==> config.mk <==
export PLATFORM = sky130hd
export DESIGN_NAME = fpu_addsub_seq
export DESIGN_NICKNAME = d
export VERILOG_FILES = /design/src/rtl/fpu_pkg.sv /design/src/rtl/fpu_unpack.sv /design/src/rtl/fpu_addsub_seq.sv
export SDC_FILE = /design/constraint.sdc
export NUM_CORES = 1
export LEC_CHECK = 0
export ABC_AREA = 1
export CORE_ASPECT_RATIO = 2
export CORE_UTILIZATION = 50
export DETAILED_ROUTE_END_ITERATION = 10
export DONT_BUFFER_PORTS = 1
export GPL_ROUTABILITY_DRIVEN = 0
export GPL_TIMING_DRIVEN = 1
export HOLD_SLACK_MARGIN = 0.15
export PLACE_DENSITY = 0.75
export RECOVER_POWER = 100
export SETUP_SLACK_MARGIN = 0.4
export SYNTH_ARGS = -nofsm -noshare
export SYNTH_HDL_FRONTEND = slang
export SYNTH_HIERARCHICAL = 1
export SYNTH_SLANG_ARGS = --single-unit
==> constraint.sdc <==
create_clock -name clock_100Khz -period 7.8 [get_ports clock_100Khz]
set_clock_uncertainty 0.15 [all_clocks]
set_input_delay 1.56 -clock clock_100Khz [delete_from_list [all_inputs] [get_ports clock_100Khz]]
set_output_delay 1.56 -clock clock_100Khz [all_outputs]
set_load 0.005 [all_outputs]
==> src/rtl/fpu_pkg.sv <==
// Shared definitions for the sequential floating-point adder/subtractor:
// one-hot status codes, FSM state encoding and format width helpers.
package fpu_pkg;

  // One-hot status, MSB..LSB = {INEXACT, UNDERFLOW, OVERFLOW, EXACT}
  localparam logic [3:0] ST_INEXACT   = 4'b1000;
  localparam logic [3:0] ST_UNDERFLOW = 4'b0100;
  localparam logic [3:0] ST_OVERFLOW  = 4'b0010;
  localparam logic [3:0] ST_EXACT     = 4'b0001;

  typedef enum logic [2:0] {
    S_IDLE,
    S_ALIGN,
    S_ADD,
    S_NORM,
    S_ROUND,
    S_DONE
  } state_t;

  function automatic int fpu_bias(input int exp_w);
    return (1 << (exp_w - 1)) - 1;
  endfunction

  function automatic int fpu_word_w(input int exp_w, input int man_w);
    return 1 + exp_w + man_w;
  endfunction

  function automatic int fpu_exp_max(input int exp_w);
    return (1 << exp_w) - 1;
  endfunction

endpackage

==> src/rtl/fpu_unpack.sv <==
// Splits a sign|exponent|mantissa word into fields, restores the hidden bit
// and classifies the operand as zero (exponent 0) or special (exponent all-ones).
module fpu_unpack
  import fpu_pkg::*;
#(
  parameter int EXP_W = 8,
  parameter int MAN_W = 23,
  localparam int W = fpu_word_w(EXP_W, MAN_W)
) (
  input  logic [W-1:0]     i_word,
  output logic             o_sign,
  output logic [EXP_W-1:0] o_exp,
  output logic [MAN_W:0]   o_man,
  output logic             o_zero,
  output logic             o_special
);

  logic [MAN_W-1:0] w_frac;

  assign o_sign    = i_word[W-1];
  assign o_exp     = i_word[W-2:MAN_W];
  assign w_frac    = i_word[MAN_W-1:0];
  assign o_zero    = (o_exp == '0);
  assign o_special = &o_exp;
  // No denormals: a zero exponent means the whole value is zero.
  assign o_man     = o_zero ? '0 : {1'b1, w_frac};

endmodule

==> src/rtl/fpu_addsub_seq.sv <==
// Multicycle floating-point adder/subtractor with valid/ready handshakes.
// Alignment and normalisation shift one bit per cycle; rounding is truncation.
module fpu_addsub_seq
  import fpu_pkg::*;
#(
  parameter int EXP_W = 8,
  parameter int MAN_W = 23,
  localparam int W = fpu_word_w(EXP_W, MAN_W)
) (
  input  logic         clock_100Khz,
  input  logic         reset,
  input  logic         in_valid,
  output logic         in_ready,
  input  logic         op_sub,
  input  logic [W-1:0] Op_A_in,
  input  logic [W-1:0] Op_B_in,
  output logic         out_valid,
  input  logic         out_ready,
  output logic [W-1:0] data_out,
  output logic [3:0]   status_out
);

  // Working mantissa: carry | hidden | MAN_W | guard | round | sticky
  localparam int WM = MAN_W + 5;
  localparam int EW = EXP_W + 2;
  localparam logic signed [EW-1:0] L_EMAX     = EW'(fpu_exp_max(EXP_W));
  localparam logic signed [EW-1:0] L_ONE      = EW'(1);
  localparam logic signed [EW-1:0] L_ZERO     = '0;
  localparam logic [EXP_W-1:0]     L_COLLAPSE = EXP_W'(MAN_W + 3);

  function automatic logic [WM-1:0] sticky_shr(input logic [WM-1:0] m);
    return {1'b0, m[WM-1:2], m[1] | m[0]};
  endfunction

  // Packs {status, word}; saturates to infinity or flushes to zero on range limits.
  function automatic logic [W+3:0] round_pack(input logic s,
                                              input logic signed [EW-1:0] e,
                                              input logic [WM-1:0] m);
    if (e >= L_EMAX)
      return {ST_OVERFLOW, s, {EXP_W{1'b1}}, {MAN_W{1'b0}}};
    else if (e <= L_ZERO)
      return {ST_UNDERFLOW, {W{1'b0}}};
    else
      return {((|m[2:0]) ? ST_INEXACT : ST_EXACT), s, e[EXP_W-1:0], m[WM-3:3]};
  endfunction

  state_t                 r_state;
  logic                   r_in_ready;
  logic                   r_out_valid;
  logic [W-1:0]           r_data;
  logic [3:0]             r_status;
  logic                   r_sign;
  logic                   r_eff_sub;
  logic signed [EW-1:0]   r_exp;
  logic [EXP_W-1:0]       r_diff;
  logic [WM-1:0]          r_ma;
  logic [WM-1:0]          r_mb;

  logic                   w_sa, w_sb_raw, w_sb;
  logic [EXP_W-1:0]       w_ea, w_eb, w_el, w_es;
  logic [MAN_W:0]         w_ma, w_mb, w_ml, w_ms;
  logic                   w_za, w_zb, w_spa, w_spb;
  logic                   w_accept, w_swap, w_special, w_inf_sign;
  logic                   w_collapse, w_carry, w_hidden, w_uflow_norm;
  logic [WM-1:0]          w_sum;
  logic [W+3:0]           w_round;

  fpu_unpack #(.EXP_W(EXP_W), .MAN_W(MAN_W)) u_unpack_a (
    .i_word(Op_A_in), .o_sign(w_sa), .o_exp(w_ea), .o_man(w_ma),
    .o_zero(w_za), .o_special(w_spa)
  );

  fpu_unpack #(.EXP_W(EXP_W), .MAN_W(MAN_W)) u_unpack_b (
    .i_word(Op_B_in), .o_sign(w_sb_raw), .o_exp(w_eb), .o_man(w_mb),
    .o_zero(w_zb), .o_special(w_spb)
  );

  // Subtraction is addition with B's sign flipped.
  assign w_sb       = w_sb_raw ^ op_sub;
  assign w_accept   = in_valid & r_in_ready;
  assign w_swap     = !w_zb && (w_za || ({w_eb, w_mb} > {w_ea, w_ma}));
  assign w_el       = w_swap ? w_eb : w_ea;
  assign w_es       = w_swap ? w_ea : w_eb;
  assign w_ml       = w_swap ? w_mb : w_ma;
  assign w_ms       = w_swap ? w_ma : w_mb;
  assign w_special  = w_spa | w_spb;
  assign w_inf_sign = w_spa ? w_sa : w_sb;

  assign w_collapse   = (r_diff > L_COLLAPSE) || (r_mb == '0);
  assign w_sum        = r_eff_sub ? (r_ma - r_mb) : (r_ma + r_mb);
  assign w_carry      = r_ma[WM-1];
  assign w_hidden     = r_ma[WM-2];
  assign w_uflow_norm = !w_carry && !w_hidden && (r_exp <= L_ONE);
  assign w_round      = round_pack(r_sign, r_exp, r_ma);

  // Control FSM with registered handshake and result outputs.
  always_ff @(posedge clock_100Khz or posedge reset) begin
    if (reset) begin
      r_state     <= S_IDLE;
      r_in_ready  <= 1'b1;
      r_out_valid <= 1'b0;
      r_data      <= '0;
      r_status    <= '0;
    end else begin
      case (r_state)
        S_IDLE: begin
          if (w_accept) begin
            r_in_ready <= 1'b0;
            if (w_special) begin
              r_data      <= {w_inf_sign, {EXP_W{1'b1}}, {MAN_W{1'b0}}};
              r_status    <= ST_OVERFLOW;
              r_out_valid <= 1'b1;
              r_state     <= S_DONE;
            end else begin
              r_state <= S_ALIGN;
            end
          end
        end
        S_ALIGN: begin
          if (r_diff == '0 || w_collapse) r_state <= S_ADD;
        end
        S_ADD: begin
          if (w_sum == '0) begin
            r_data      <= '0;
            r_status    <= ST_EXACT;
            r_out_valid <= 1'b1;
            r_state     <= S_DONE;
          end else begin
            r_state <= S_NORM;
          end
        end
        S_NORM: begin
          if (w_carry || w_hidden) begin
            r_state <= S_ROUND;
          end else if (w_uflow_norm) begin
            r_data      <= '0;
            r_status    <= ST_UNDERFLOW;
            r_out_valid <= 1'b1;
            r_state     <= S_DONE;
          end
        end
        S_ROUND: begin
          {r_status, r_data} <= w_round;
          r_out_valid        <= 1'b1;
          r_state            <= S_DONE;
        end
        S_DONE: begin
          if (out_ready) begin
            r_out_valid <= 1'b0;
            r_in_ready  <= 1'b1;
            r_state     <= S_IDLE;
          end
        end
        default: r_state <= S_IDLE;
      endcase
    end
  end

  // Datapath: operand capture with swap, alignment, add/sub and normalisation.
  always_ff @(posedge clock_100Khz) begin
    case (r_state)
      S_IDLE: begin
        if (w_accept) begin
          r_sign    <= w_swap ? w_sb : w_sa;
          r_eff_sub <= w_sa ^ w_sb;
          r_exp     <= $signed({2'b00, w_el});
          r_diff    <= w_el - w_es;
          r_ma      <= {1'b0, w_ml, 3'b000};
          r_mb      <= {1'b0, w_ms, 3'b000};
        end
      end
      S_ALIGN: begin
        if (r_diff != '0) begin
          if (w_collapse) begin
            r_mb   <= {{(WM-1){1'b0}}, |r_mb};
            r_diff <= '0;
          end else begin
            r_mb   <= sticky_shr(r_mb);
            r_diff <= r_diff - EXP_W'(1);
          end
        end
      end
      S_ADD: r_ma <= w_sum;
      S_NORM: begin
        if (w_carry) begin
          r_ma  <= sticky_shr(r_ma);
          r_exp <= r_exp + L_ONE;
        end else if (!w_hidden && !w_uflow_norm) begin
          r_ma  <= r_ma << 1;
          r_exp <= r_exp - L_ONE;
        end
      end
      default: ;
    endcase
  end

  assign in_ready   = r_in_ready;
  assign out_valid  = r_out_valid;
  assign data_out   = r_data;
  assign status_out = r_status;

endmodule
==> results of run 1 <==
==> layer usage <==
metal	vias to the layer above	track usage
met3	129	0.0477
li1	4995	-
met5	-	0
met4	0	0.208
met2	499	0.531
met1	4740	0.307
==> flip-flops by register name, summed over array words and instances (netlist names), 3 cells and up <==
signal / count
data_out: 32
r_diff: 8
r_exp: 10
r_ma: 28
r_mb: 27
r_state: 3
status_out: 4
==> layout by cell type, fill, tap and decap left out, types with 5 or more instances in the layout <==
| cell | count |
|---|---|
| edfxtp_1 | 75 |
| xnor2_1 | 5 |
| xor2_1 | 47 |
| clkbuf_16 | 18 |
| a31oi_1 | 5 |
| inv_1 | 232 |
| buf_4 | 7 |
| o21ai_0 | 135 |
| ha_1 | 67 |
| nor2_1 | 187 |
| o211ai_1 | 9 |
| a21oi_1 | 94 |
| clkbuf_1 | 7 |
| o21ai_1 | 5 |
| o221ai_1 | 12 |
| nor3_1 | 16 |
| nand3b_1 | 6 |
| nand4_1 | 30 |
| nand3_1 | 71 |
| o22ai_1 | 21 |
| nand2_1 | 350 |
| dfrtp_1 | 40 |
==> worst max-delay path: stages <==
cell      delay (ns)
nor2_1          0.11
nand2_1         0.10
nor2_4          0.51
nor2_1          0.18
ha_1            0.34
nand2_1         0.07
nor2_1          0.17
nand4_1         0.22
nand3b_1        0.23
nand2_1         0.08
nand2_1         0.07
nand2_1         1.07
clkbuf_1        0.88
a21oi_1         0.13
o21ai_0         0.21
o311ai_0        0.30
==> through the flow <==
stage                     utilization  setup WS [ns]  total power, mW  hold WS, ns  instances
after floorplan                     -           3.53             3.76        0.314       1540
after global placement          0.516           2.09             4.58        0.341       1747
after detailed placement        0.516           2.01             4.64        0.344       1747
after CTS                       0.543           2.43             5.40        0.358       1779
after global routing            0.541           1.02             5.87        0.369       1779
final                           0.541           1.49             5.48        0.349       1779
==> area by class of cell <==
| cell class | count | share of cell area |
|---|---|---|
| Timing Repair Buffer | 11 | 0.00608 |
| Multi-Input combinational cell | 1119 | 0.539 |
| Sequential cell | 116 | 0.295 |
| Tap cell | 266 | 0.0299 |
| Inverter | 235 | 0.0794 |
| Clock buffer | 25 | 0.0465 |
| Clock inverter | 7 | 0.00383 |
==> power by group <==
part / total, mW / switching [mW] / internal [mW]
Combinational: 3.30 / 2.28 / 1.02
Sequential: 1.43 / 0.323 / 1.10
Clock: 0.751 / 0.293 / 0.457
==> logic make-up after synthesis <==
logic type | count (synthesis) | share of synthesized area
simple gates | 684 | 0.274
compound gates | 315 | 0.171
buf+inv | 305 | 0.121
flops | 116 | 0.310
fa+ha+maj | 68 | 0.0812
xor+xnor | 52 | 0.0431
==> cell usage after synthesis, drive strengths merged, types with 5 or more instances <==
master	n	area, um^2
edfxtp	75	2250
nand3b	6	45.0
clkbuf	36	135
o22ai	21	131
nand2	354	1350
nor2	193	752
o211ai	9	67.6
dfrtp	40	1000
nor3	20	115
xor2	47	412
ha	67	838
inv	234	878
a31oi	5	31.3
xnor2	5	43.8
a21oi	98	513
nand4	30	188
nand3	73	388
o221ai	12	105
o21ai	142	733
buf	34	260
==> worst paths after layout <==
check / from / to / depth (start not counted)
worst max-delay path: Op_B_in[30] / r_ma[12] / 16
worst min-delay path: data_out[30] / data_out[30] / 2
worst max register to register: r_state[0] / r_mb[5] / 4
worst min register to register: data_out[30] / data_out[30] / 2
max in group asynchronous: reset / data_out[7] / 2
min in group asynchronous: reset / data_out[24] / 2
==> results.json, run 1 <==
{
  "viasPerCell": 5.83,
  "yosysUniqueCellTypes": 54,
  "ios": 107,
  "crit_path_start_kind": "primary input",
  "multi_input_area_um2": 5990,
  "grt_pass1_vias": 9901,
  "hold_violations": 0,
  "post_cts_buffers": 0,
  "grt_start_max_net_pins": 52,
  "final_area_um2": 11100,
  "fill_cells": 2079,
  "chipHeight_um": 208,
  "syn_inst": 1540,
  "worstSetupEndpointType": "flip-flop",
  "design.die.area_um2": 21800,
  "syn_area_per_cell_um2": 6.86,
  "wl_per_cell_um": 18.0,
  "fp.coreArea_um2": 20600,
  "syn_to_final_growth_pct": 5.16,
  "worst_slew_pin_slew_ns": 4.78,
  "antenna_cells": 0,
  "clock_sinks": 116,
  "required_ns": 7.76,
  "ant_nets": 0,
  "grt_pass1_wl_um": 49900,
  "vdd_drop_max_uv": 201,
  "postCtsHoldBufs": 0,
  "syn_area_um2": 10600,
  "min_path_type": "flip-flop to flip-flop",
  "dr_total_vias": 10400,
  "slew_headroom": -2.22,
  "leakage_nw": 5.37,
  "dpl.hpwl_um": 25100,
  "worst_ep_arrival_time_ns": 6.28,
  "cts_tree": "done",
  "num_rows": 74,
  "yosysWarnings": 6,
  "timing.final.max_slew_violations": 117,
  "setup-tns-final_ns": 0,
  "placed_area_um2": 10600,
  "cts.reportedPaths.clkPinSlew_ns": 0.06,
  "wl_met3_um": 2080,
  "start_util": 0.514,
  "worst-path-max-fanout": 51,
  "port_buffers": 0,
  "p_per_area_nw_per_um2": 493,
  "grt_overflow_total": 0,
  "dr.pass1.iters": 8,
  "clockRootBuffer": "clkbuf_16",
  "fin_nets": 1637,
  "clockBufferDepth": 2,
  "antenna_found_initial": 0,
  "violations": "capacitance limit, slew limit",
  "drtIter0Drc": 715,
  "grtUsageTotal": 0.295,
  "synth-seq-area-share": 0.310,
  "post-route-period-util": 0.809,
  "finalSetupViolations": 0,
  "r2r_slack_ns": 1.60,
  "layout_min_cycle_time_ns": 6.31,
  "post_cts_resized": 0,
  "cts_buffers": 17,
  "die_x_um": 105,
  "ys.flop_type": "edfxtp_1",
  "top_layer_used": "met4",
  "regArea_um2": 3280,
  "timing.fmax_mhz": 158,
  "wl_met2_um": 16200,
  "async_reset_ff_frac": 0.353,
  "status": "finished, violations left",
  "drc": 0,
  "synth.net_count": 1677,
  "drv_cap": 4,
  "synth_edf_count": 75,
  "layout-drive-gt1-share": 0.0436,
  "drt-met1-wl_um": 11600,
  "htree_levels": 4,
  "wirelength_um": 32000,
  "ys_ff_latch": 116,
  "timing.setup.critical_path_class": "primary input to flip-flop",
  "worstSkewPairLatency_ns": 0.44,
  "rsz0062_at_grt": "false"
}
No activity file was read; power rests on OpenSTA's default activity.
==> run 2, diff against run 1 <==
Clock period 7.8 ns to 6 ns, I/O delays scaled along.
==> results.json, run 2 (synthesized netlist as in run 1, its figures left out) <==
{
  "status": "finished, violations left",
  "violations": "capacitance limit, slew limit",
  "cts.reportedPaths.clkPinSlew_ns": 0.06,
  "die_x_um": 105,
  "r2r_slack_ns": 0.54,
  "post_cts_resized": 0,
  "worstSetupEndpointType": "flip-flop",
  "num_rows": 74,
  "fp.coreArea_um2": 20600,
  "cts_buffers": 17,
  "placed_area_um2": 10600,
  "ios": 107,
  "design.die.area_um2": 21800,
  "port_buffers": 0,
  "r2r-end": "r_ma[8]",
  "drtIter0Drc": 702,
  "viasPerCell": 5.86,
  "grt_start_max_net_pins": 63,
  "clockBufferDepth": 2,
  "largest_register_ff_count": 32,
  "start_util": 0.514,
  "rsz0062_at_grt": "false",
  "cts_tree": "done",
  "wirelength_um": 32700,
  "htree_levels": 4,
  "layout_min_cycle_time_ns": 5.46,
  "final_util": 0.547,
  "required_ns": 5.89,
  "antenna_found_initial": 0,
  "clockRootBuffer": "clkbuf_16",
  "grt_pass1_wl_um": 50400,
  "leakage_nw": 5.41,
  "postCtsHoldBufs": 0,
  "post_cts_buffers": 0,
  "drc": 0,
  "antenna_cells": 0,
  "fin_nets": 1639,
  "crit_path_start_kind": "flip-flop",
  "worst_ep_arrival_time_ns": 5.35,
  "worst_slew_pin_slew_ns": 3.10,
  "worst-path-max-fanout": 27,
  "dpl.hpwl_um": 24800,
  "p_per_area_nw_per_um2": 651,
  "worstReg2RegStart": "r_state[2]",
  "ant_nets": 0,
  "layout_common_cells": "349 x nand2_1, 232 x inv_1, 185 x nor2_1",
  "grtUsageTotal": 0.298,
  "timing.fmax_mhz": 183,
  "min_path_type": "flip-flop to flip-flop",
  "timing.setup.critical_path_class": "flip-flop to flip-flop",
  "wl_per_cell_um": 18.3,
  "final_area_um2": 11200,
  "chipHeight_um": 208,
  "drv_cap": 3,
  "timing.final.max_slew_violations": 117,
  "finalSetupViolations": 0,
  "grt_overflow_total": 0,
  "dr.pass1.iters": 7,
  "post-route-period-util": 0.910,
  "layout-drive-gt1-share": 0.0488,
  "clock_sinks": 116,
  "hold_violations": 0,
  "grt_pass1_vias": 9899,
  "slew_headroom": -1.08,
  "worstSkewPairLatency_ns": 0.43,
  "dr_total_vias": 10400,
  "min_path_cells": 2,
  "cp-endpoint": "r_ma[8]",
  "vdd_drop_max_uv": 259,
  "setup-tns-final_ns": 0,
  "layout_commonest_cell": "nand2_1",
  "syn_to_final_growth_pct": 6.30,
  "startpoint": "r_state[2]",
  "ff2ff_path_depth": 9
}
==> run 2: cell count changes in the layout (fill, tap and decap cells not counted), sizes merged <==
cell	previous run	this run
clkbuf	29	32
nand3	73	75
inv	236	233
bufinv	0	1
buf	7	5
clkinv	6	7
==> run 2: area by class of cell <==
cell class | count | area (um^2)
fill | 2035 | 9320
sequential | 116 | 3280
clock inverter | 6 | 58.8
inverter | 235 | 882
clock buffer | 26 | 563
multi-input combinational | 1121 | 6060
timing repair buffer | 11 | 61.3
tap | 266 | 333
==> run 2: critical path: stages, from the launching register on <==
cell      delay [ns]
dfrtp_1         0.40
nor2_1          0.11
clkbuf_1        0.76
inv_1           0.56
nor2_1          0.21
clkbuf_1        0.87
inv_1           0.62
a31oi_1         0.39
nand2_1         0.08
inv_1           0.88
==> run 2: worst min-delay path by stage <==
stage,startpoint,slack (ns),to
finish,data_out[9],0.36,data_out[9]
global route,data_out[29],0.39,data_out[29]
CTS,data_out[4],0.36,data_out[4]
detailed placement,data_out[4],0.35,data_out[4]
global placement,data_out[8],0.34,data_out[8]
floorplan,out_valid,0.31,out_valid
==> run 2: where the power goes <==
| group | leakage (nW) | switching [mW] | internal [mW] | total, mW |
|---|---|---|---|---|
| registers | 1.25 | 0.435 | 1.43 | 1.86 |
| clock network | 0.311 | 0.373 | 0.686 | 1.06 |
| logic | 3.84 | 3.04 | 1.35 | 4.39 |
==> run 2: per-layer routing <==
metal | up-vias | routed length [um] | GRT usage
met5 | - | 0 | 0
met4 | 0 | 2300 | 0.204
met3 | 157 | 2180 | 0.0549
met2 | 492 | 16300 | 0.521
met1 | 4786 | 11900 | 0.323
li1 | 5000 | - | -
==> run 2: through the flow <==
step	hold WS (ns)	worst slack, ns	cells	power (mW)
2_1_floorplan	0.314	1.74	1540	4.89
3_3_place_gp	0.343	0.905	1747	5.94
5_1_grt	0.386	0.248	1781	7.82
4_1_cts	0.362	0.720	1779	7.12
3_5_place_dp	0.348	0.780	1747	6.03
6_report	0.357	0.543	1781	7.31
==> run 3, diff against run 2 <==
Settings changed: CTS_CLUSTER_SIZE set to 25, RECOVER_POWER 100 to unset.
==> results.json, run 3 (synthesized netlist as in run 1, its figures left out) <==
{
  "grt_use_met1": 0.323,
  "wirelength_um": 32600,
  "wl_per_cell_um": 18.3,
  "worst-path-max-fanout": 18,
  "path_depth": 29,
  "hold_violations": 0,
  "timing.fmax_mhz": 193,
  "port_buffers": 0,
  "rsz0062_at_grt": "false",
  "dr.pass1.iters": 7,
  "setup-tns-final_ns": 0,
  "cpPeakStageDelay_ns": 0.42,
  "worst_ep_arrival_time_ns": 5.36,
  "slowest_stage": "edfxtp_1",
  "cts_buffers": 17,
  "min_path_cells": 2,
  "leakage_nw": 5.44,
  "status": "completed",
  "chipHeight_um": 208,
  "largest_register_ff_count": 32,
  "layout_common_cells": "348 x nand2_1, 232 x inv_1, 184 x nor2_1",
  "crit_path_start_kind": "flip-flop",
  "grt_pass1_vias": 9899,
  "num_rows": 74,
  "grt_pass1_wl_um": 50400,
  "design.die.area_um2": 21800,
  "ant_nets": 0,
  "gr-usage-met2": 0.521,
  "postCtsHoldBufs": 0,
  "clock_sinks": 116,
  "grt_overflow_total": 0,
  "crit_buf_inv": 5,
  "start_util": 0.514,
  "cts.reportedPaths.clkPinSlew_ns": 0.06,
  "p_per_area_nw_per_um2": 647,
  "crit_top_cell": "inv_1",
  "clockBufferDepth": 2,
  "grt_use_met3": 0.0549,
  "min_path_type": "flip-flop to flip-flop",
  "drv_cap": 0,
  "cp_top_family": "simple AND/OR/NAND/NOR gates",
  "ff2ff_path_depth": 29,
  "grt_start_max_net_pins": 63,
  "dr_total_vias": 10400,
  "dpl.hpwl_um": 24800,
  "htree_levels": 4,
  "drtIter0Drc": 780,
  "final_util": 0.549,
  "hold_path_end": "data_out[19]",
  "die_x_um": 105,
  "startpoint": "r_mb[1]",
  "fp.coreArea_um2": 20600,
  "worstReg2RegStart": "r_mb[1]",
  "fin_nets": 1639,
  "top_usage_layer": "met2",
  "layout-drive-gt1-share": 0.0554,
  "timing.setup.critical_path_class": "flip-flop to flip-flop",
  "drc": 0,
  "clockRootBuffer": "clkbuf_16",
  "finalSetupViolations": 0,
  "layout_commonest_cell": "nand2_1",
  "grtUsageTotal": 0.298,
  "regArea_um2": 3280,
  "layout_min_cycle_time_ns": 5.19,
  "multi_input_area_um2": 6080,
  "cts_tree": "done",
  "worstHoldStart": "data_out[19]",
  "viasPerCell": 5.85,
  "syn_to_final_growth_pct": 6.82,
  "slew_headroom": 0.163,
  "post-route-period-util": 0.865,
  "worst_slew_pin_slew_ns": 1.25,
  "antenna_cells": 0,
  "worstSetupEndpointType": "flip-flop",
  "fill_cells": 2024,
  "ios": 107,
  "r2r_slack_ns": 0.81,
  "worstSkewPairLatency_ns": 0.44,
  "required_ns": 6.17,
  "timing.final.max_slew_violations": 0,
  "r2r-end": "data_out[13]",
  "antenna_found_initial": 0,
  "vdd_drop_max_uv": 256
}
## run 3: changes by cell type in the layout (fill, tap and decap cells not counted), sizes merged
cell    previous run  this run
clkbuf            32        26
buf                5        11
## run 3: through the flow
stage	power (mW)	cell area, um^2	worst slack, ns	std cells	hold slack, ns
final	7.31	11300	0.810	1781	0.356
after global routing	7.83	11300	0.404	1781	0.386
after CTS	7.12	11200	0.720	1779	0.362
after detailed placement	6.03	10600	0.780	1747	0.348
after global placement	5.94	10600	0.905	1747	0.343
after floorplan	4.89	10600	1.74	1540	0.314
## run 3: tightest hold or removal path, stage by stage (launching register included)
cell	delay (ns)
dfrtp_1	0.37
nand2_1	0.06
nand2_1	0.05
## run 3: layout make-up
| cell class | instances | area share |
|---|---|---|
| clock buffers | 26 | 0.0499 |
| clock inverters | 6 | 0.00521 |
| inverters | 235 | 0.0781 |
| multi-input cells | 1121 | 0.538 |
| flip-flops and latches | 116 | 0.290 |
| well taps | 266 | 0.0295 |
| repair buffers | 11 | 0.00842 |
## run 3: worst max-delay path by stage
stage / endpoint / slack, ns
2_1_floorplan: data_out[23] / 1.74
3_3_place_gp: data_out[7] / 0.91
3_5_place_dp: data_out[11] / 0.78
4_1_cts: data_out[11] / 0.72
5_1_grt: data_out[6] / 0.40
6_report: data_out[13] / 0.81
## run 3: routing by layer
metal	routed length (um)	vias up
li1	-	5009
met1	11700	4762
met2	16100	486
met3	2330	155
met4	2380	0
met5	0	-
## run 3: power breakdown
part	switching, mW	internal (mW)
registers	0.432	1.42
logic	3.04	1.36
clock network	0.375	0.685
## run 3: what timing repair did
action / in CTS / in global routing
endpoints found under the hold margin: 0 / 0
buffers inserted: 0 / 0
gates resized for setup: 0 / 5
endpoints found under the setup margin: 0 / 37
